--- src/rtl/interval_pkg.sv ---
// Shared types and helpers for the interval meter: time-base width, modular
// interval arithmetic and the readout FSM states.
package interval_pkg;

  localparam int unsigned DEF_TIME_W = 20;

  typedef logic [DEF_TIME_W-1:0] time_t;

  typedef enum logic [1:0] {
    StIdle,
    StLoad,
    StShift,
    StDone
  } rd_state_e;

  // Modular difference now - then, truncated to the given time-base width.
  function automatic logic [31:0] time_delta(logic [31:0] now_v, logic [31:0] then_v,
                                             int unsigned width);
    logic [31:0] mask;
    mask = (width >= 32) ? '1 : ((32'd1 << width) - 32'd1);
    return (now_v - then_v) & mask;
  endfunction

  // Ties count as better so the most recent equal interval is kept.
  function automatic logic is_better(logic [31:0] cand, logic [31:0] cur);
    return cand <= cur;
  endfunction

endpackage

--- src/rtl/bin2bcd_seq.sv ---
// Sequential double-dabble converter, one input bit per cycle, with a sticky
// overflow flag and all-9s saturation when the value exceeds DIGITS digits.
module bin2bcd_seq
  import interval_pkg::*;
#(
  parameter int unsigned IN_W   = 20,
  parameter int unsigned DIGITS = 6
) (
  input  logic                  clk_i,
  input  logic                  rst_i,
  input  logic                  start_i,
  input  logic [IN_W-1:0]       din_i,
  output logic                  busy_o,
  output logic                  done_o,
  output logic                  ovf_o,
  output logic [4*DIGITS-1:0]   bcd_o
);

  localparam int unsigned BcdW = 4 * DIGITS;
  localparam int unsigned CntW = $clog2(IN_W + 1);

  rd_state_e       state_q, state_d;
  logic [IN_W-1:0] bin_q, bin_d;
  logic [BcdW-1:0] bcd_q, bcd_d, adj;
  logic            ovf_q, ovf_d;
  logic [CntW-1:0] cnt_q, cnt_d;

  always_comb begin
    adj = bcd_q;
    for (int i = 0; i < int'(DIGITS); i++) begin
      if (bcd_q[4*i +: 4] >= 4'd5) adj[4*i +: 4] = bcd_q[4*i +: 4] + 4'd3;
    end
  end

  always_comb begin
    state_d = state_q;
    bin_d   = bin_q;
    bcd_d   = bcd_q;
    ovf_d   = ovf_q;
    cnt_d   = cnt_q;
    unique case (state_q)
      StIdle: begin
        if (start_i) begin
          bin_d   = din_i;
          state_d = StLoad;
        end
      end
      StLoad: begin
        bcd_d   = '0;
        ovf_d   = 1'b0;
        cnt_d   = '0;
        state_d = StShift;
      end
      StShift: begin
        // Any bit leaving the top digit means the value needs more digits.
        ovf_d = ovf_q | adj[BcdW-1];
        bcd_d = {adj[BcdW-2:0], bin_q[IN_W-1]};
        bin_d = bin_q << 1;
        cnt_d = cnt_q + 1'b1;
        if (cnt_q == CntW'(IN_W - 1)) state_d = StDone;
      end
      StDone: state_d = StIdle;
      default: state_d = StIdle;
    endcase
  end

  always_ff @(posedge clk_i) begin
    if (rst_i) begin
      state_q <= StIdle;
      bin_q   <= '0;
      bcd_q   <= '0;
      ovf_q   <= 1'b0;
      cnt_q   <= '0;
    end else begin
      state_q <= state_d;
      bin_q   <= bin_d;
      bcd_q   <= bcd_d;
      ovf_q   <= ovf_d;
      cnt_q   <= cnt_d;
    end
  end

  assign busy_o = (state_q != StIdle);
  assign done_o = (state_q == StDone);
  assign ovf_o  = ovf_q;
  assign bcd_o  = ovf_q ? {DIGITS{4'h9}} : bcd_q;

endmodule

--- src/rtl/interval_meter.sv ---
// Multi-channel event-interval meter: timestamps rising edges, keeps the
// shortest interval per channel and converts a chosen channel to BCD.
module interval_meter
  import interval_pkg::*;
#(
  parameter int unsigned TIME_W = DEF_TIME_W,
  parameter int unsigned N_CH   = 4,
  parameter int unsigned DIGITS = 6
) (
  input  logic                     clk,
  input  logic                     rst,
  input  logic                     tick,
  input  logic [N_CH-1:0]          evt,
  input  logic                     clr,
  input  logic                     rd_req,
  input  logic [$clog2(N_CH)-1:0]  rd_ch,
  output logic                     rd_busy,
  output logic                     rd_valid,
  output logic [4*DIGITS-1:0]      rd_bcd,
  output logic                     rd_ovf,
  output logic                     rd_empty,
  output logic [N_CH*TIME_W-1:0]   best,
  output logic [N_CH-1:0]          best_vld
);

  logic [TIME_W-1:0] now_q;

  always_ff @(posedge clk) begin
    if (rst)       now_q <= '0;
    else if (tick) now_q <= now_q + 1'b1;
  end

  for (genvar i = 0; i < int'(N_CH); i++) begin : g_ch
    logic              prev_q, armed_q, vld_q, rise;
    logic [TIME_W-1:0] last_q, best_q, delta;

    assign rise  = evt[i] & ~prev_q;
    assign delta = TIME_W'(time_delta(32'(now_q), 32'(last_q), TIME_W));

    always_ff @(posedge clk) begin
      if (rst) begin
        prev_q  <= 1'b0;
        armed_q <= 1'b0;
        vld_q   <= 1'b0;
        last_q  <= '0;
        best_q  <= '0;
      end else begin
        prev_q <= evt[i];
        // clr discards same-cycle edges; prev still tracks the input level.
        if (clr) begin
          armed_q <= 1'b0;
          vld_q   <= 1'b0;
          best_q  <= '0;
        end else if (rise) begin
          last_q  <= now_q;
          armed_q <= 1'b1;
          if (armed_q && (!vld_q || is_better(32'(delta), 32'(best_q)))) begin
            best_q <= delta;
            vld_q  <= 1'b1;
          end
        end
      end
    end

    assign best[i*TIME_W +: TIME_W] = best_q;
    assign best_vld[i]              = vld_q;
  end

  logic              sel_vld, start, empty_q;
  logic [TIME_W-1:0] sel_best, sel_din;

  always_comb begin
    sel_vld  = 1'b0;
    sel_best = '0;
    for (int i = 0; i < int'(N_CH); i++) begin
      if (i == int'(rd_ch)) begin
        sel_vld  = best_vld[i];
        sel_best = best[i*TIME_W +: TIME_W];
      end
    end
  end

  // Empty channels convert zero so latency stays fixed and the result is 0.
  assign start   = rd_req & ~rd_busy;
  assign sel_din = sel_vld ? sel_best : '0;

  always_ff @(posedge clk) begin
    if (rst)        empty_q <= 1'b0;
    else if (start) empty_q <= ~sel_vld;
  end

  bin2bcd_seq #(
    .IN_W   (TIME_W),
    .DIGITS (DIGITS)
  ) u_bin2bcd (
    .clk_i   (clk),
    .rst_i   (rst),
    .start_i (start),
    .din_i   (sel_din),
    .busy_o  (rd_busy),
    .done_o  (rd_valid),
    .ovf_o   (rd_ovf),
    .bcd_o   (rd_bcd)
  );

  assign rd_empty = empty_q;

endmodule

--- config.mk ---
export PLATFORM = sky130hd
export DESIGN_NAME = interval_meter
export DESIGN_NICKNAME = d
export VERILOG_FILES = /design/src/rtl/interval_pkg.sv /design/src/rtl/bin2bcd_seq.sv /design/src/rtl/interval_meter.sv
export SDC_FILE = /design/constraint.sdc
export NUM_CORES = 1
export LEC_CHECK = 0
export BUFFER_PORTS_ARGS = -buffer_cell sky130_fd_sc_hd__buf_2
export CAP_MARGIN = 20
export CORE_MARGIN = 4
export CORE_UTILIZATION = 45
export CTS_CLUSTER_SIZE = 14
export DETAILED_ROUTE_END_ITERATION = 6
export SLEW_MARGIN = 40
export SYNTH_ARGS = -nofsm -noshare
export SYNTH_HDL_FRONTEND = slang
export SYNTH_SLANG_ARGS = --single-unit
--- constraint.sdc ---
create_clock -name clk -period 12.9 [get_ports clk]
set_input_delay 2.58 -clock clk [delete_from_list [all_inputs] [get_ports clk]]
set_output_delay 2.58 -clock clk [all_outputs]
set_load 0.1 [all_outputs]
==> flow_summary_export.csv <==
group,metric,value,unit
worst_setup_path,r2r_cells,18,
sta,period_needed,5.051,ns
hold_path,min_path_type,"reg -> reg",
cells_and_area,num-fill-cells,3281,
clock_network,post_cts_resize_count,0,
synth,async_flop_share,0,
clock_network,htreeDepth,1,
global_routing,antenna_found_initial,0,
floorplanning,dieHeight,194.0,um
synth,yosys.area_share.simple,0.1734,
clock_network,clock-sinks,245,
power_and_ir_drop,swShare,0.3096,
clock_network,insertion_delay,0.57,ns
clock_network,hold_buffers,0,
power_and_ir_drop,seqPwrFrac,0.372,
power_and_ir_drop,clkPwrFrac,0.421,
synth,synth_cell_types,63,
worst_setup_path,crit_type,"reg -> reg",
drt,dr.pass1.iters,7,
floorplanning,die-width,194.0,um
placed_design,gp_congestion,0.9172,
synth,syn_inst,1905,
power_and_ir_drop,internal_power,1.436,mW
clock_network,cts_setup_buffers,0,
synth,avgSynthCellArea,8.175,um2
synth,syn_nets,2093,
power_and_ir_drop,p_per_area,118.0,nW/um2
worst_setup_path,slowest_stage,"dfxtp_1",
global_routing,grt_max_degree,88,
power_and_ir_drop,p_sw,0.6439,mW
sta,fin_crit_sh,0.3916,
worst_setup_path,critPathMaxFanout,22,
sta,hold_viol,0,
global_routing,first_global_vias,12620,
sta,skew,0.01643,ns
placed_design,io_buffers,122,
worst_setup_path,cpMostUsedCell,"a21oi_1",
synth,synth.cell_area,15570,um2
drt,ant_nets,0,
synth,synth_mux_area_frac,0.07151,
drt,vias,13670,
power_and_ir_drop,power,2.080,mW
sta,tightest_slew,0.7818,ns
power_and_ir_drop,combPwrFrac,0.207,
worst_setup_path,crit_start,"now_q[1]",
floorplanning,core,33870,um2
placed_design,detailed_place_hpwl,35370,um
power_and_ir_drop,ir_drop,0.1272,mV
synth,synth_edf_count,0,
worst_setup_path,r2r_setup_slack,7.85,ns
floorplanning,die_area,37650,um2
synth,synth_top_family_by_area,"simple AND/OR/NAND/NOR gates",
cells_and_area,final_cell_mix,"245 x dfxtp_1, 221 x nand2_1, 208 x nor2_1",
worst_setup_path,endpoint_kind,"register",
worst_setup_path,reg2reg_to,"g_ch[3].best_q[0]",
synth,ys_ff_latch,245,
synth,synth_xor_area_frac,0.05737,
clock_network,path_clk_slew,0.06,ns
cells_and_area,final_common_cell,"dfxtp_1",
global_routing,grt_overflow_total,0,
clock_network,clock_path_buffers,3,
cells_and_area,area_growth,13.19,%
global_routing,grt.total_usage,0.2368,
drt,route.detailed.drc,0,
synth,synthFlopType,"dfxtp_1",
floorplanning,start_util,0.4598,
worst_setup_path,required,13.40,ns
floorplanning,fp-row-count,67,
clock_network,cts_buffers,29,
worst_setup_path,critPathArrivalTime,5.55,ns
worst_setup_path,crit_chain,"inv_1, fa_1, nor2b_1, o21ai_0, a21boi_0, o221ai_1, a21oi_1, a21oi_1, xnor2_1, ha_1, a21o_1, a21oi_1, o21ai_0, a211oi_1, a21oi_2, buf_4, or2_2, a21oi_1",
sta,relSlewSlack,0.4788,
global_routing,grt_pass1_wl,72240,um
worst_setup_path,start_kind,"register",
cells_and_area,n_antenna_cell,0,
drt,drtIter0Drc,1142,
sta,rsz0062_at_grt,"false",
sta,fmax,198.0,MHz
power_and_ir_drop,leakage,7.483,nW
synth,synth_compound_area_frac,0.1726,
floorplanning,ios,123,
synth,yosysWarnings,0,
sta,setup-tns-final,0,ns
synth,yosysSeqAreaShare,0.3150,
worst_setup_path,reg2reg_from,"now_q[1]",
drt,wire_per_inst,18.97,um
cells_and_area,layout-drive-gt1-share,0.1203,
cells_and_area,layout.nets,2178,
clock_network,root_buffer,"clkbuf_16",
drt,drt-total-wl,46670,um
outcome,status,"finished clean",
sta,finalMaxSlewViolations,0,
synth,synthAdderAreaFrac,0.1441,
sta,setup_viol,0,
worst_setup_path,max_stage_delay,0.64,ns
run,maxCapViolCount,0,
clock_network,cts_tree,"built",
worst_setup_path,endpoint,"g_ch[3].best_q[0]",
drt,via_per_inst,5.556,
## state kept, by name, summed over array words and instances (netlist names)
name               flops
u_bin2bcd.ovf_o        1
u_bin2bcd.bin_q       20
g_ch.prev_q            4
u_bin2bcd.state_q      2
u_bin2bcd.cnt_q        5
rd_empty               1
u_bin2bcd.bcd_q       24
g_ch.best_q           80
g_ch.last_q           80
g_ch.vld_q             4
now_q                 20
g_ch.armed_q           4
## cells by family (layout without fill, tap and decap cells)
family | after synthesis | in the layout
adders and majority gates | 177 | 177
xor gates and xnor gates | 102 | 102
muxes | 85 | 85
DFF | 245 | 245
buffers and inverters | 268 | 375
AOI/OAI and AO/OA | 420 | 420
and+or+nand+nor | 608 | 608
## power by group through the flow
stage / clock network (mW) / logic (mW) / registers [mW]
after global placement: 0 / 0.418 / 0.791
after detailed placement: 0 / 0.430 / 0.791
after global routing: 0.919 / 0.475 / 0.775
after CTS: 0.890 / 0.431 / 0.774
after floorplan: 0 / 0.298 / 0.802
final: 0.875 / 0.431 / 0.774
## worst min path at each step
| stage | from | endpoint | slack (ns) | cells past startpoint |
|---|---|---|---|---|
| floorplan | g_ch[3].armed_q | g_ch[3].armed_q | 0.43 | 2 |
| global placement | g_ch[1].last_q[4] | g_ch[1].last_q[4] | 0.44 | 2 |
| detailed placement | g_ch[3].last_q[13] | g_ch[3].last_q[13] | 0.45 | 2 |
| CTS | g_ch[2].last_q[3] | g_ch[2].last_q[3] | 0.46 | 2 |
| global route | g_ch[3].last_q[13] | g_ch[3].last_q[13] | 0.47 | 2 |
| finish | g_ch[3].last_q[15] | g_ch[3].last_q[15] | 0.45 | 2 |
## critical path, delay by kind of cell (launching register included)
family	cells	cell delay (ns)
buf+inv	2	0.50
compound gates	11	2.27
xor+xnor	1	0.30
fa+ha+maj	2	0.82
flops	1	0.64
simple gates	2	0.43
## final cells by class
type                    instances  area, um2  share of cell area
clock buffers                  39      833.3             0.04727
multi-input cells            1392       9707              0.5507
repair buffers                135      725.7             0.04117
well taps                     448      560.5             0.03180
clock inverters                14      193.9             0.01100
inverters                     187      701.9             0.03982
flip-flops and latches        245       4905              0.2783
## synth_stat cells (29+ instances only)
cell | number | area [um2]
a21o_1 | 50 | 375.4
a21oi_1 | 182 | 910.9
clkbuf_1 | 67 | 251.5
dfxtp_1 | 245 | 4905
ha_1 | 173 | 2165
inv_1 | 187 | 701.9
mux2i_1 | 64 | 640.6
nand2_1 | 221 | 829.6
nand4_1 | 29 | 181.4
nor2_1 | 208 | 780.8
nor2b_1 | 36 | 225.2
o21ai_0 | 59 | 295.3
xnor2_1 | 66 | 578.1
xor2_1 | 36 | 315.3
## routing by layer
| metal | part of all wire | track usage | up-vias | wire length [um] |
|---|---|---|---|---|
| met5 | 0 | 0 | - | 0 |
| met4 | 0.026 | 0.05938 | 0 | 1217 |
| met3 | 0.059 | 0.02780 | 61 | 2737 |
| met2 | 0.42 | 0.3552 | 402 | 19730 |
| met1 | 0.49 | 0.3618 | 6469 | 22980 |
| li1 | - | - | 6735 | - |
## through the flow
step,instance area (um2),utilization,std cells,hold WS (ns),worst slack [ns]
floorplan,15570,-,1905,0.4317,8.007
global placement,16540,0.4884,2406,0.4421,7.641
detailed placement,16590,0.4900,2407,0.4477,7.842
CTS,17620,0.5203,2460,0.4555,7.835
global route,17630,0.5205,2460,0.4701,7.262
finish,17630,0.5205,2460,0.4530,7.849
No activity file was read; power rests on OpenSTA's default activity.
